## src/rtl/mem_access_stage.sv

```systemverilog
// Memory-access pipeline stage: forwards EX_MEM results to MEM_WB and runs loads/stores with a
// BUSY/stall handshake and timeout. Define MEM_STALL_CNT_EN to add the stall_cnt output.
module mem_access_stage #(
    parameter int unsigned MAX_WAIT = 15
) (
    input  logic        clk,
    input  logic        rst,
    input  logic        ex_valid,
    input  logic        ex_memread,
    input  logic        ex_memwrite,
    input  logic [15:0] ex_addr,
    input  logic [15:0] ex_wdata,
    input  logic [15:0] ex_aluval,
    input  logic [3:0]  ex_dstreg,
    input  logic        ex_regwrite,
    input  logic        ex_memtoreg,
    input  logic        ex_halt,
    output logic        mem_en,
    output logic        mem_wr,
    output logic [15:0] mem_addr,
    output logic [15:0] mem_wdata,
    input  logic [15:0] mem_rdata,
    input  logic        mem_ready,
    output logic [15:0] MEM_ALUval,
    output logic [15:0] MEM_ReadData,
    output logic [3:0]  MEM_DstReg,
    output logic        MEM_RegWrite,
    output logic        MEM_MemtoReg,
    output logic        MEM_halt,
    output logic        stall,
    output logic        mem_err
`ifdef MEM_STALL_CNT_EN
    ,
    output logic [15:0] stall_cnt
`endif
);

    typedef enum logic [1:0] {
        StIdle,
        StBusy,
        StHalted
    } state_e;

    state_e      state_q, state_d;

    // Instruction held while the memory access is in flight.
    logic [15:0] lat_addr_q, lat_addr_d;
    logic [15:0] lat_wdata_q, lat_wdata_d;
    logic [15:0] lat_alu_q, lat_alu_d;
    logic [3:0]  lat_dst_q, lat_dst_d;
    logic        lat_rw_q, lat_rw_d;
    logic        lat_m2r_q, lat_m2r_d;
    logic        lat_halt_q, lat_halt_d;
    logic        lat_wr_q, lat_wr_d;

    logic [3:0]  wait_q, wait_d;
    logic [4:0]  wait_inc;
    logic        timeout;
    logic        err_q, err_d;

    logic [15:0] alu_q, alu_d;
    logic [15:0] rdata_q, rdata_d;
    logic [3:0]  dst_q, dst_d;
    logic        rw_q, rw_d;
    logic        m2r_q, m2r_d;
    logic        halt_q, halt_d;

    logic        busy;

    assign busy     = (state_q == StBusy);
    assign wait_inc = {1'b0, wait_q} + 5'd1;
    assign timeout  = (32'(wait_inc) >= MAX_WAIT);

    always_comb begin
        state_d     = state_q;
        lat_addr_d  = lat_addr_q;
        lat_wdata_d = lat_wdata_q;
        lat_alu_d   = lat_alu_q;
        lat_dst_d   = lat_dst_q;
        lat_rw_d    = lat_rw_q;
        lat_m2r_d   = lat_m2r_q;
        lat_halt_d  = lat_halt_q;
        lat_wr_d    = lat_wr_q;
        wait_d      = wait_q;
        err_d       = err_q;
        // Outputs default to a bubble; only a retiring instruction overrides them.
        alu_d       = 16'h0000;
        rdata_d     = 16'h0000;
        dst_d       = 4'h0;
        rw_d        = 1'b0;
        m2r_d       = 1'b0;
        halt_d      = 1'b0;

        unique case (state_q)
            StIdle: begin
                if (ex_valid) begin
                    if (ex_memread || ex_memwrite) begin
                        lat_addr_d  = ex_addr;
                        lat_wdata_d = ex_wdata;
                        lat_alu_d   = ex_aluval;
                        lat_dst_d   = ex_dstreg;
                        lat_rw_d    = ex_regwrite;
                        lat_m2r_d   = ex_memtoreg;
                        lat_halt_d  = ex_halt;
                        // A simultaneous read and write is treated as a read.
                        lat_wr_d    = ex_memwrite & ~ex_memread;
                        wait_d      = 4'h0;
                        state_d     = StBusy;
                    end else begin
                        alu_d  = ex_aluval;
                        dst_d  = ex_dstreg;
                        rw_d   = ex_regwrite;
                        m2r_d  = ex_memtoreg;
                        halt_d = ex_halt;
                        if (ex_halt) begin
                            state_d = StHalted;
                        end
                    end
                end
            end
            StBusy: begin
                if (mem_ready) begin
                    alu_d   = lat_alu_q;
                    rdata_d = lat_wr_q ? 16'h0000 : mem_rdata;
                    dst_d   = lat_dst_q;
                    rw_d    = lat_rw_q;
                    m2r_d   = lat_m2r_q;
                    halt_d  = lat_halt_q;
                    state_d = lat_halt_q ? StHalted : StIdle;
                end else if (timeout) begin
                    err_d   = 1'b1;
                    state_d = StIdle;
                end else begin
                    wait_d = wait_inc[3:0];
                end
            end
            StHalted: begin
                state_d = StHalted;
            end
            default: begin
                state_d = StIdle;
            end
        endcase
    end

    always_ff @(posedge clk) begin
        if (rst) begin
            state_q     <= StIdle;
            lat_addr_q  <= 16'h0000;
            lat_wdata_q <= 16'h0000;
            lat_alu_q   <= 16'h0000;
            lat_dst_q   <= 4'h0;
            lat_rw_q    <= 1'b0;
            lat_m2r_q   <= 1'b0;
            lat_halt_q  <= 1'b0;
            lat_wr_q    <= 1'b0;
            wait_q      <= 4'h0;
            err_q       <= 1'b0;
            alu_q       <= 16'h0000;
            rdata_q     <= 16'h0000;
            dst_q       <= 4'h0;
            rw_q        <= 1'b0;
            m2r_q       <= 1'b0;
            halt_q      <= 1'b0;
        end else begin
            state_q     <= state_d;
            lat_addr_q  <= lat_addr_d;
            lat_wdata_q <= lat_wdata_d;
            lat_alu_q   <= lat_alu_d;
            lat_dst_q   <= lat_dst_d;
            lat_rw_q    <= lat_rw_d;
            lat_m2r_q   <= lat_m2r_d;
            lat_halt_q  <= lat_halt_d;
            lat_wr_q    <= lat_wr_d;
            wait_q      <= wait_d;
            err_q       <= err_d;
            alu_q       <= alu_d;
            rdata_q     <= rdata_d;
            dst_q       <= dst_d;
            rw_q        <= rw_d;
            m2r_q       <= m2r_d;
            halt_q      <= halt_d;
        end
    end

    // Memory request is a pure function of state so it drops the cycle after reset or completion.
    assign mem_en    = busy;
    assign mem_wr    = busy & lat_wr_q;
    assign mem_addr  = busy ? lat_addr_q : 16'h0000;
    assign mem_wdata = busy ? lat_wdata_q : 16'h0000;
    assign stall     = busy;
    assign mem_err   = err_q;

    assign MEM_ALUval   = alu_q;
    assign MEM_ReadData = rdata_q;
    assign MEM_DstReg   = dst_q;
    assign MEM_RegWrite = rw_q;
    assign MEM_MemtoReg = m2r_q;
    assign MEM_halt     = halt_q;

`ifdef MEM_STALL_CNT_EN
    logic [15:0] stall_cnt_q;

    always_ff @(posedge clk) begin
        if (rst) begin
            stall_cnt_q <= 16'h0000;
        end else if (busy && (stall_cnt_q != 16'hFFFF)) begin
            stall_cnt_q <= stall_cnt_q + 16'h0001;
        end
    end

    assign stall_cnt = stall_cnt_q;
`endif

endmodule

```

## config.mk

```make
export PLATFORM = sky130hd
export DESIGN_NAME = mem_access_stage
export DESIGN_NICKNAME = d
export VERILOG_FILES = /design/src/rtl/mem_access_stage.sv
export SDC_FILE = /design/constraint.sdc
export NUM_CORES = 1
export LEC_CHECK = 0
export ABC_AREA = 1
export BUFFER_PORTS_ARGS = -buffer_cell sky130_fd_sc_hd__buf_2
export CORE_UTILIZATION = 45
export CTS_BUF_LIST = sky130_fd_sc_hd__clkbuf_8
export CTS_CLUSTER_SIZE = 12
export DETAILED_ROUTE_END_ITERATION = 7
export GPL_ROUTABILITY_DRIVEN = 0
export PLACE_DENSITY = 0.78
export SYNTH_ARGS = -nofsm -noshare
export SYNTH_HDL_FRONTEND = slang
export SYNTH_SLANG_ARGS = --single-unit
```

## constraint.sdc

```tcl
create_clock -name clk -period 1.7 [get_ports clk]
set_clock_uncertainty 0.2 [all_clocks]
set_input_delay 0.17 -clock clk [delete_from_list [all_inputs] [get_ports clk]]
set_output_delay 0.17 -clock clk [all_outputs]
set_load 0.1 [all_outputs]
```

Yosys cells after proc, flatten, opt, wreduce, memory -nomap -nowiden
Cells that the tools add are included.

Output and inout port bits: 75. Word-level logic and storage cells: 74. Input port bits: 77. Flip-flop bits (word level): 102.

Add/subtract/negate cells: 1. Reductions and logical operators: 8. Bitwise logic cells: 5. Eq/ne operators: 8. Muxes and demuxes: 34. Magnitude comparators: 1.

Operators by type and width (number): 16-bit 2-to-1 mux (5); 16-bit case mux with 2 select lines (1); 4-bit 2-to-1 mux (7); 4-bit case mux with 2 select lines (2); 2-bit 2-to-1 mux (6); 1-bit 2-to-1 mux (9); 3-bit AND reduction (3); 2-bit inequality test (second input constant) (4); 3-bit inequality test (second input constant) (2); 1-bit case mux with 2 select lines (3); 2-bit case mux with 3 select lines (1); 4-bit by 1-bit adder with 5-bit output (second input constant) (1); 5-bit by 4-bit >= comparator with 1-bit output (second input constant) (1); 5-bit AND reduction (1); 4-bit OR reduction (1); 1-bit inverter (3); 1-bit bitwise AND (2); 2-bit by 1-bit equality test with 1-bit output (second input constant) (1); 2-bit equality test (second input constant) (1); 2-bit logical NOT (1); 2-bit nonzero test (1); 1-bit logical OR (1).

Depth between registers and ports, before layout
Gate-level depths: netlist (run 1).

Depth after elaboration: 5. Depth in mapped cells: 10. Mapped depth without buffers: 10.

Worst setup path before layout (run 1)
OpenSTA, ideal clock, no wires.

Path type: reg2out. Start: reg state_q[0]. End: out mem_addr[0]. Cell stages (with the launch flop): 5. Arrival: 2.045 ns. Slack: -0.715 ns. Data required time: 1.330 ns. Path buffers: 2. Cell sequence: dfxtp_1 > nand2_1 > buf_2 > buf_2 > nor2_1.

Cells in the longest elaborated chain, start to end: 2.

RTL lines: from (decl) (RTL line 44) `state_e state_q, state_d;`; from (signal assigned) (RTL line 148) `state_q <= StIdle;`; from (signal assigned) (RTL line 166) `state_q <= state_d;`; 2-bit by 1-bit equality test with 1-bit output (RTL line 70) `assign busy = (state_q == StBusy);`; 16-bit 2-to-1 mux (RTL line 189) `assign mem_addr = busy ? lat_addr_q : 16'h0000;`; to (decl) (RTL line 20) `output logic [15:0] mem_addr,`.

No other way between the ends.

Final worst setup path (run 1)
Start: reg state_q[1]. End: out mem_wdata[3].

Cells in the longest elaborated chain, start to end: 2.

RTL lines: 2-bit by 1-bit equality test with 1-bit output (RTL line 70); 16-bit 2-to-1 mux (RTL line 190) `assign mem_wdata = busy ? lat_wdata_q : 16'h0000;`; to (decl) (RTL line 21) `output logic [15:0] mem_wdata,`.

No other way between the ends.

==> metrics.md, run 1 <==
| Metric | Value |
|---|---|
| Setup violators final | slightly below 100 |
| Rows | 33 |
| Inst Count DP | 740 |
| Cell variety after synth | 21 |
| WHS | approximately 0.023 ns |
| Cell area after layout | roughly 7400 sq um |
| Placement Cell Area | around 5500 sq um |
| Slew Viols, Final | 0 |
| All-layer global routing usage | ~28% |
| Yosys warns | 0 |
| Req. time, crit path | 1.33 ns |
| Vias in the first global route | roughly 4200 |
| Status | finished with violations |
| Type of the worst min-delay path | input port to flop |
| Iter 0 DRT Violations | roughly 300 |
| Failing checks | setup timing |
| Setup crit end kind | primary output |
| First-pass GRT wire length | slightly below 20000 microns |
| Main synth FF type | dfxtp_1 |
| Via-to-Cell Ratio | between 5 and 6 |
| Share of layout cells above drive strength 1 | between 40 and 50% |
| Achievable frequency | ~540 MHz |
| Max-cap violations | 0 |
| CTS tree | done |
| Drt wl/cell | ~20 microns |
| Final min period | 1.87 ns |
| Leakage | a little over 3 nW |
| Max H-tree Level | 3 |
| Synth top area share | a little over half |
| Cells after synthesis | between 500 and 600 |
| Worst Path Class, Setup | flop to primary output |
| DRT Wirelength | roughly 18000 microns |
| Setup WS post-layout | -0.169 ns |
| Die Width | approximately 95 microns |
| # DRC | 0 |
| Most frequent cell after synthesis | dfxtp_1 |
| Clk_lat worst skew | between 0.3 and 0.4 ns |
| Via count | 4842 |
| Antenna-violating nets left | 0 |
| Post-synth EDFFs | 0 |
| Worst-path clk slew | 0.10 ns |
| # port buffers | between 150 and 200 |
| Mapped cell area | 3900 sq um |
| CTS Root Cell | clkbuf_8 |
| Syn Area/Cell | about 7.7 sq um |
| Filler instances | between 300 and 400 |
| Pre-antenna DRT Iters | 5 |
| Area Overhead vs Synth | 90.7% |
| Final cell count without fillers | ~860 |
| Antenna violations before repair | 2 |
| Fin crit share | 110% |
| Syn Nets | 585 |
| Global route overflow | 0 |
| Top cells by area, synth | dfxtp_1 (52%), a21oi_1 (11%), nand3_1 (6.5%) |
| Worst Setup Start Kind | flop |
| Cell taking the most area after synthesis | dfxtp_1 |
| Max-slew headroom | 60.3% |
| Unrepaired setup endpoints after global routing | true |
| Power Dens Cells | 837 nW/um^2 |
| Clk sink count | 102 |
| I/O Pins | between 150 and 200 |
| Final net count | roughly 830 |
| Largest net degree at the start of global routing | 73 |
| Top post-synthesis cells by count | dfxtp_1 (102), a21oi_1 (85), nor2_1 (65) |
| Ys async rst share | 0% |
| Worst EP arrival | 1.50 ns |
| Post-synthesis sequential area ratio | roughly 52% |
| Slew @ Worst Pin | a little under 0.6 ns |
| Core ar. | between 8000 and 9000 sq um |
| VDD IR max | approximately 630 uV |
| Dpl ws | -0.108 ns |
| Fin. Hold Viols | 0 |
| DPL Wire Length | a little over 7000 microns |
| Die Span Y | roughly 95 microns |
| Crit-path max FO | 7 |
| Die Area | around 9000 sq um |
| Number of synthesized register bits | 102 |
| Longest Clk Path Bufs | 2 |
| Initial Util | a little under half |
| CTS Buf Count | 9 |
routing by layer:
metal	vias up	track usage (%)	share of wire [%]	wire length, microns
met3	95	5.74	7.8	1370
li1	2117	-	-	-
met5	-	0	0	0
met4	0	12.8	6.3	1100
met2	325	52.2	51	8940
met1	2305	31.0	35	6170
timing repair:
item,CTS,global route
endpoints found under the hold margin,95,0
gates cloned,4,18
setup buffers,2,10
hold buffers,72,0
resized for setup,23,133
pin swaps,2,44
endpoints found under the setup margin,40,98
worst paths after layout:
| path | start | to | slack, ns | cells after the start |
|---|---|---|---|---|
| min reg2reg | lat_alu_q[6]$_SDFFE_PP0P_ | lat_alu_q[6]$_SDFFE_PP0P_ | 0.27 | 2 |
| max | state_q[1]$_SDFFE_PP0P_ | mem_wdata[3] | -0.17 | 5 |
| min | mem_ready | state_q[0]$_SDFFE_PP0P_ | 0.02 | 4 |
| max reg2reg | state_q[0]$_SDFFE_PP0P_ | lat_wdata_q[5]$_SDFFE_PP0P_ | -0.15 | 7 |
cells in the final DEF (no fill, tap or decap), types with 3 or more instances in the layout:
cell and count:
buf_2 116, nand3_2 14, inv_4 3, buf_12 42, nor2_1 26, nor2_4 34
o21ai_2 28, dfxtp_1 98, clkbuf_8 10, buf_16 4, nand3_1 38, buf_6 13
inv_1 58, o21ai_1 3, a21oi_2 26, nor2_2 6, a21oi_1 59, nand3_4 3
buf_4 13, dfxtp_4 4, clkbuf_16 8, nand2_1 58, dlygate4sd3_1 72
worst max-delay path, cell delays in order, from the launching register on:
cell     delay (ns)
dfxtp_4        0.37
inv_4          0.08
nand2_8        0.11
buf_16         0.19
nor2_4         0.19
buf_12         0.21
cell type report:
cell class,count,area [sq um],share of cell area [%]
Tap cell,105,131,1.77
Timing Repair Buffer,268,2700,36.2
Sequential cell,102,2060,27.7
Clock inverter,6,92.6,1.24
Antenna cell,2,5.00,0.0673
Inverter,63,244,3.28
Multi-Input combinational cell,308,2070,27.9
Clock buffer,10,138,1.85
metrics by stage:
| step | util (%) | TNS, ns | total power [W] |
|---|---|---|---|
| after CTS | 80.0 | -1.75 | 0.00570 |
| after detailed placement | 66.3 | -0.435 | 0.00380 |
| after global placement | 66.3 | 0 | 0.00377 |
| final | 89.6 | -5.27 | 0.00623 |
| after floorplan | - | -2.90 | 0.00345 |
| after global routing | 89.6 | -9.07 | 0.00638 |
state kept, by name (all words and copies together), names as in the netlist, 2 cells and up:
name          cells
MEM_ReadData     16
lat_dst_q         4
MEM_DstReg        4
lat_addr_q       16
MEM_ALUval       16
lat_alu_q        16
wait_q            4
state_q           2
lat_wdata_q      16
where the power goes:
group | switching [W] | internal (W) | leakage, nW
Combinational | 0.00111 | 0.000731 | 2.16
Clock | 0.000896 | 0.000881 | 0.110
Sequential | 0.0000743 | 0.00253 | 0.837
Total | 0.00209 | 0.00414 | 3.11
logic make-up after synthesis:
group	Yosys count	share of synthesized area, %
simple gates	183	20.1
compound gates	120	15.7
flops	102	52.4
buf+inv	99	11.2
fa+ha+maj	2	0.642
Power figures use the tool's default switching activity.
==> run 2: changes to the inputs <==
--- a/config.mk
+++ b/config.mk
@@ -7,12 +7,11 @@
 export LEC_CHECK = 0
 export ABC_AREA = 1
 export BUFFER_PORTS_ARGS = -buffer_cell sky130_fd_sc_hd__buf_2
-export CORE_UTILIZATION = 45
+export CORE_UTILIZATION = 34
 export CTS_BUF_LIST = sky130_fd_sc_hd__clkbuf_8
 export CTS_CLUSTER_SIZE = 12
 export DETAILED_ROUTE_END_ITERATION = 7
 export GPL_ROUTABILITY_DRIVEN = 0
-export PLACE_DENSITY = 0.78
 export SYNTH_ARGS = -nofsm -noshare
 export SYNTH_HDL_FRONTEND = slang
 export SYNTH_SLANG_ARGS = --single-unit
==> metrics.md, run 2 (same netlist as run 1, synthesis figures left out) <==
| Metric | Value |
|---|---|
| Status | finished with violations |
| Failing checks | setup timing |
| Most frequent cells in the layout | buf_2 (116), dfxtp_1 (98), a21oi_1 (82) |
| Die Width | 109 microns (+15%) |
| CTS Buf Count | 9 (unchanged) |
| Worst R2R Path Depth | 10 (+3) |
| Final net count | 810 (-2.5%) |
| Area Overhead vs Synth | 75.2% |
| Last element of the critical path | mem_addr[7] |
| Clk_lat worst skew | 0.37 ns (about the same) |
| Largest net degree at the start of global routing | 74 (+1.4%) |
| Dpl ws | -0.0593 ns (+0.0483 ns) |
| Achievable frequency | 566 MHz (+5.8%) |
| Antenna violations before repair | 0 (-2) |
| Leakage | 2.89 nW (-7.2%) |
| Seq. cell area | 2050 sq um (-0.12%) |
| Crit-path max FO | 8 (+1) |
| Filler instances | 935 (+200%) |
| # port buffers | 151 (unchanged) |
| Core ar. | 11000 sq um (+33%) |
| Worst r2r dst | wait_q[0]$_SDFFE_PP0P_ |
| Clk sink count | 102 (unchanged) |
| Via count | 4110 (-15%) |
| # DRC | 0 (unchanged) |
| Util after Layout | 61.9% (-28 points) |
| Final min period | 1.77 ns (-0.102 ns) |
| Iter 0 DRT Violations | 263 (-15%) |
| Max-slew headroom | 65.7% (+5.4 points) |
| Most common cell after layout, fill and taps aside | buf_2 |
| Unrepaired setup endpoints after global routing | true |
| Initial Util | 35.4% (-12 points) |
| Max H-tree Level | 3 (unchanged) |
| Type of the worst min-delay path | input port to flop |
| Req. time, crit path | 1.33 ns (about the same) |
| Rows | 38 (+15%) |
| Longest Clk Path Bufs | 2 (unchanged) |
| Worst Setup Start Kind | flop |
| Global route overflow | 0 (unchanged) |
| Crit path from | state_q[1]$_SDFFE_PP0P_ |
| Fin crit share | 104% (-6.0 points) |
| Die Area | 11900 sq um (+32%) |
| Share of layout cells above drive strength 1 | 34.6% (-10 points) |
| Worst Path Class, Setup | flop to primary output |
| Max-cap violations | 0 (unchanged) |
| Slew @ Worst Pin | 0.515 ns (-0.0807 ns) |
| DRT Wirelength | 12200 microns (-30%) |
| Antenna Cells | 0 (-2) |
| I/O Pins | 152 (unchanged) |
| CTS Root Cell | clkbuf_8 |
| Slew Viols, Final | 0 (unchanged) |
| Power Dens Cells | 805 nW/um^2 (-3.9%) |
| All-layer global routing usage | 20.6% (-7.7 points) |
| Antenna-violating nets left | 0 (unchanged) |
| CTS tree | done |
| Final cell count without fillers | 876 (+1.4%) |
| Setup TNS | -1.52 ns (+3.75 ns) |
| Setup WS post-layout | -0.0664 ns (+0.102 ns) |
| Worst EP arrival | 1.40 ns (-0.10 ns) |
| Worst-path clk slew | 0.09 ns (about the same) |
| Fin. Hold Viols | 0 (unchanged) |
| Vias in the first global route | 4075 (-3.4%) |
| Pre-antenna DRT Iters | 5 (unchanged) |
| Drt wl/cell | 14.0 microns (-31%) |
| Placement Cell Area | 5590 sq um (+1.6%) |
| DPL Wire Length | 7320 microns (+2.5%) |
| Reg2reg setup slack | 0.03 ns (+0.18 ns) |
| Inst Count DP | 776 (+4.9%) |
| Cell area after layout | 6830 sq um (-8.2%) |
| Die Span Y | 109 microns (+15%) |
| Setup crit end kind | primary output |
| Via-to-Cell Ratio | 4.69 (-16%) |
| First-pass GRT wire length | 19200 microns (-2.3%) |
| VDD IR max | 498 uV (-20%) |
| Area occupied by multi-input gates | 1810 sq um (-13%) |
| Critical R2R Launch | wait_q[0]$_SDFFE_PP0P_ |
| Setup violators final | 35 (-64%) |
-- run 2: routing by layer --
layer / share of wire (%) / track usage (%) / up-vias
met1: 42 / 24.7 / 1870
met2: 50 / 35.8 / 149
li1: - / - / 2069
met3: 5.9 / 4.96 / 22
met5: 0 / 0 / -
met4: 2.0 / 7.34 / 0
-- run 2: layout make-up --
class,count,area share [%]
Timing Repair Buffer,249,34.7
Sequential cell,102,30.1
Multi-Input combinational cell,306,26.5
Inverter,63,3.53
Tap cell,140,2.56
Clock buffer,9,1.81
Clock inverter,7,0.806
-- run 2: metrics by stage --
stage	hold slack [ns]	power (W)
3_3_place_gp	0.186	0.00380
6_report	0.105	0.00550
5_1_grt	0.114	0.00578
2_1_floorplan	0.0645	0.00345
4_1_cts	0.0874	0.00548
3_5_place_dp	0.187	0.00382
-- run 2: power by group --
part           switching, W  total (W)  internal, W
sequential        0.0000582    0.00259      0.00253
clock              0.000875    0.00143     0.000554
combinational      0.000912    0.00148     0.000570
-- run 2: repair_timing --
item | 4_1_cts | 5_1_grt
setup endpoints to repair | 40 | 101
pin swaps | 1 | 5
gates cloned | 4 | 1
resized for setup | 23 | 40
hold endpoints to repair | 100 | 0
hold buffers | 74 | 0
setup buffers | 4 | 1
-- run 2: worst min path at each step --
stage                             start                          end  slack (ns)  depth (start not counted)
after floorplan              ex_memread        lat_wr_q$_SDFFE_PP0P_        0.06                          1
after detailed placement   mem_rdata[9]   MEM_ReadData[9]$_SDFF_PP0_        0.19                          3
after global routing        ex_memwrite     MEM_ALUval[9]$_SDFF_PP0_        0.11                          5
final                          ex_valid      state_q[1]$_SDFFE_PP0P_        0.11                          7
after CTS                      ex_valid      state_q[1]$_SDFFE_PP0P_        0.09                          7
after global placement    mem_rdata[13]  MEM_ReadData[13]$_SDFF_PP0_        0.19                          3
-- run 2: critical path: stages (launching register included) --
cell and delay (ns):
dfxtp_4 0.36, inv_4 0.07, nand2_8 0.11, buf_16 0.19
nor2_4 0.12, buf_12 0.18
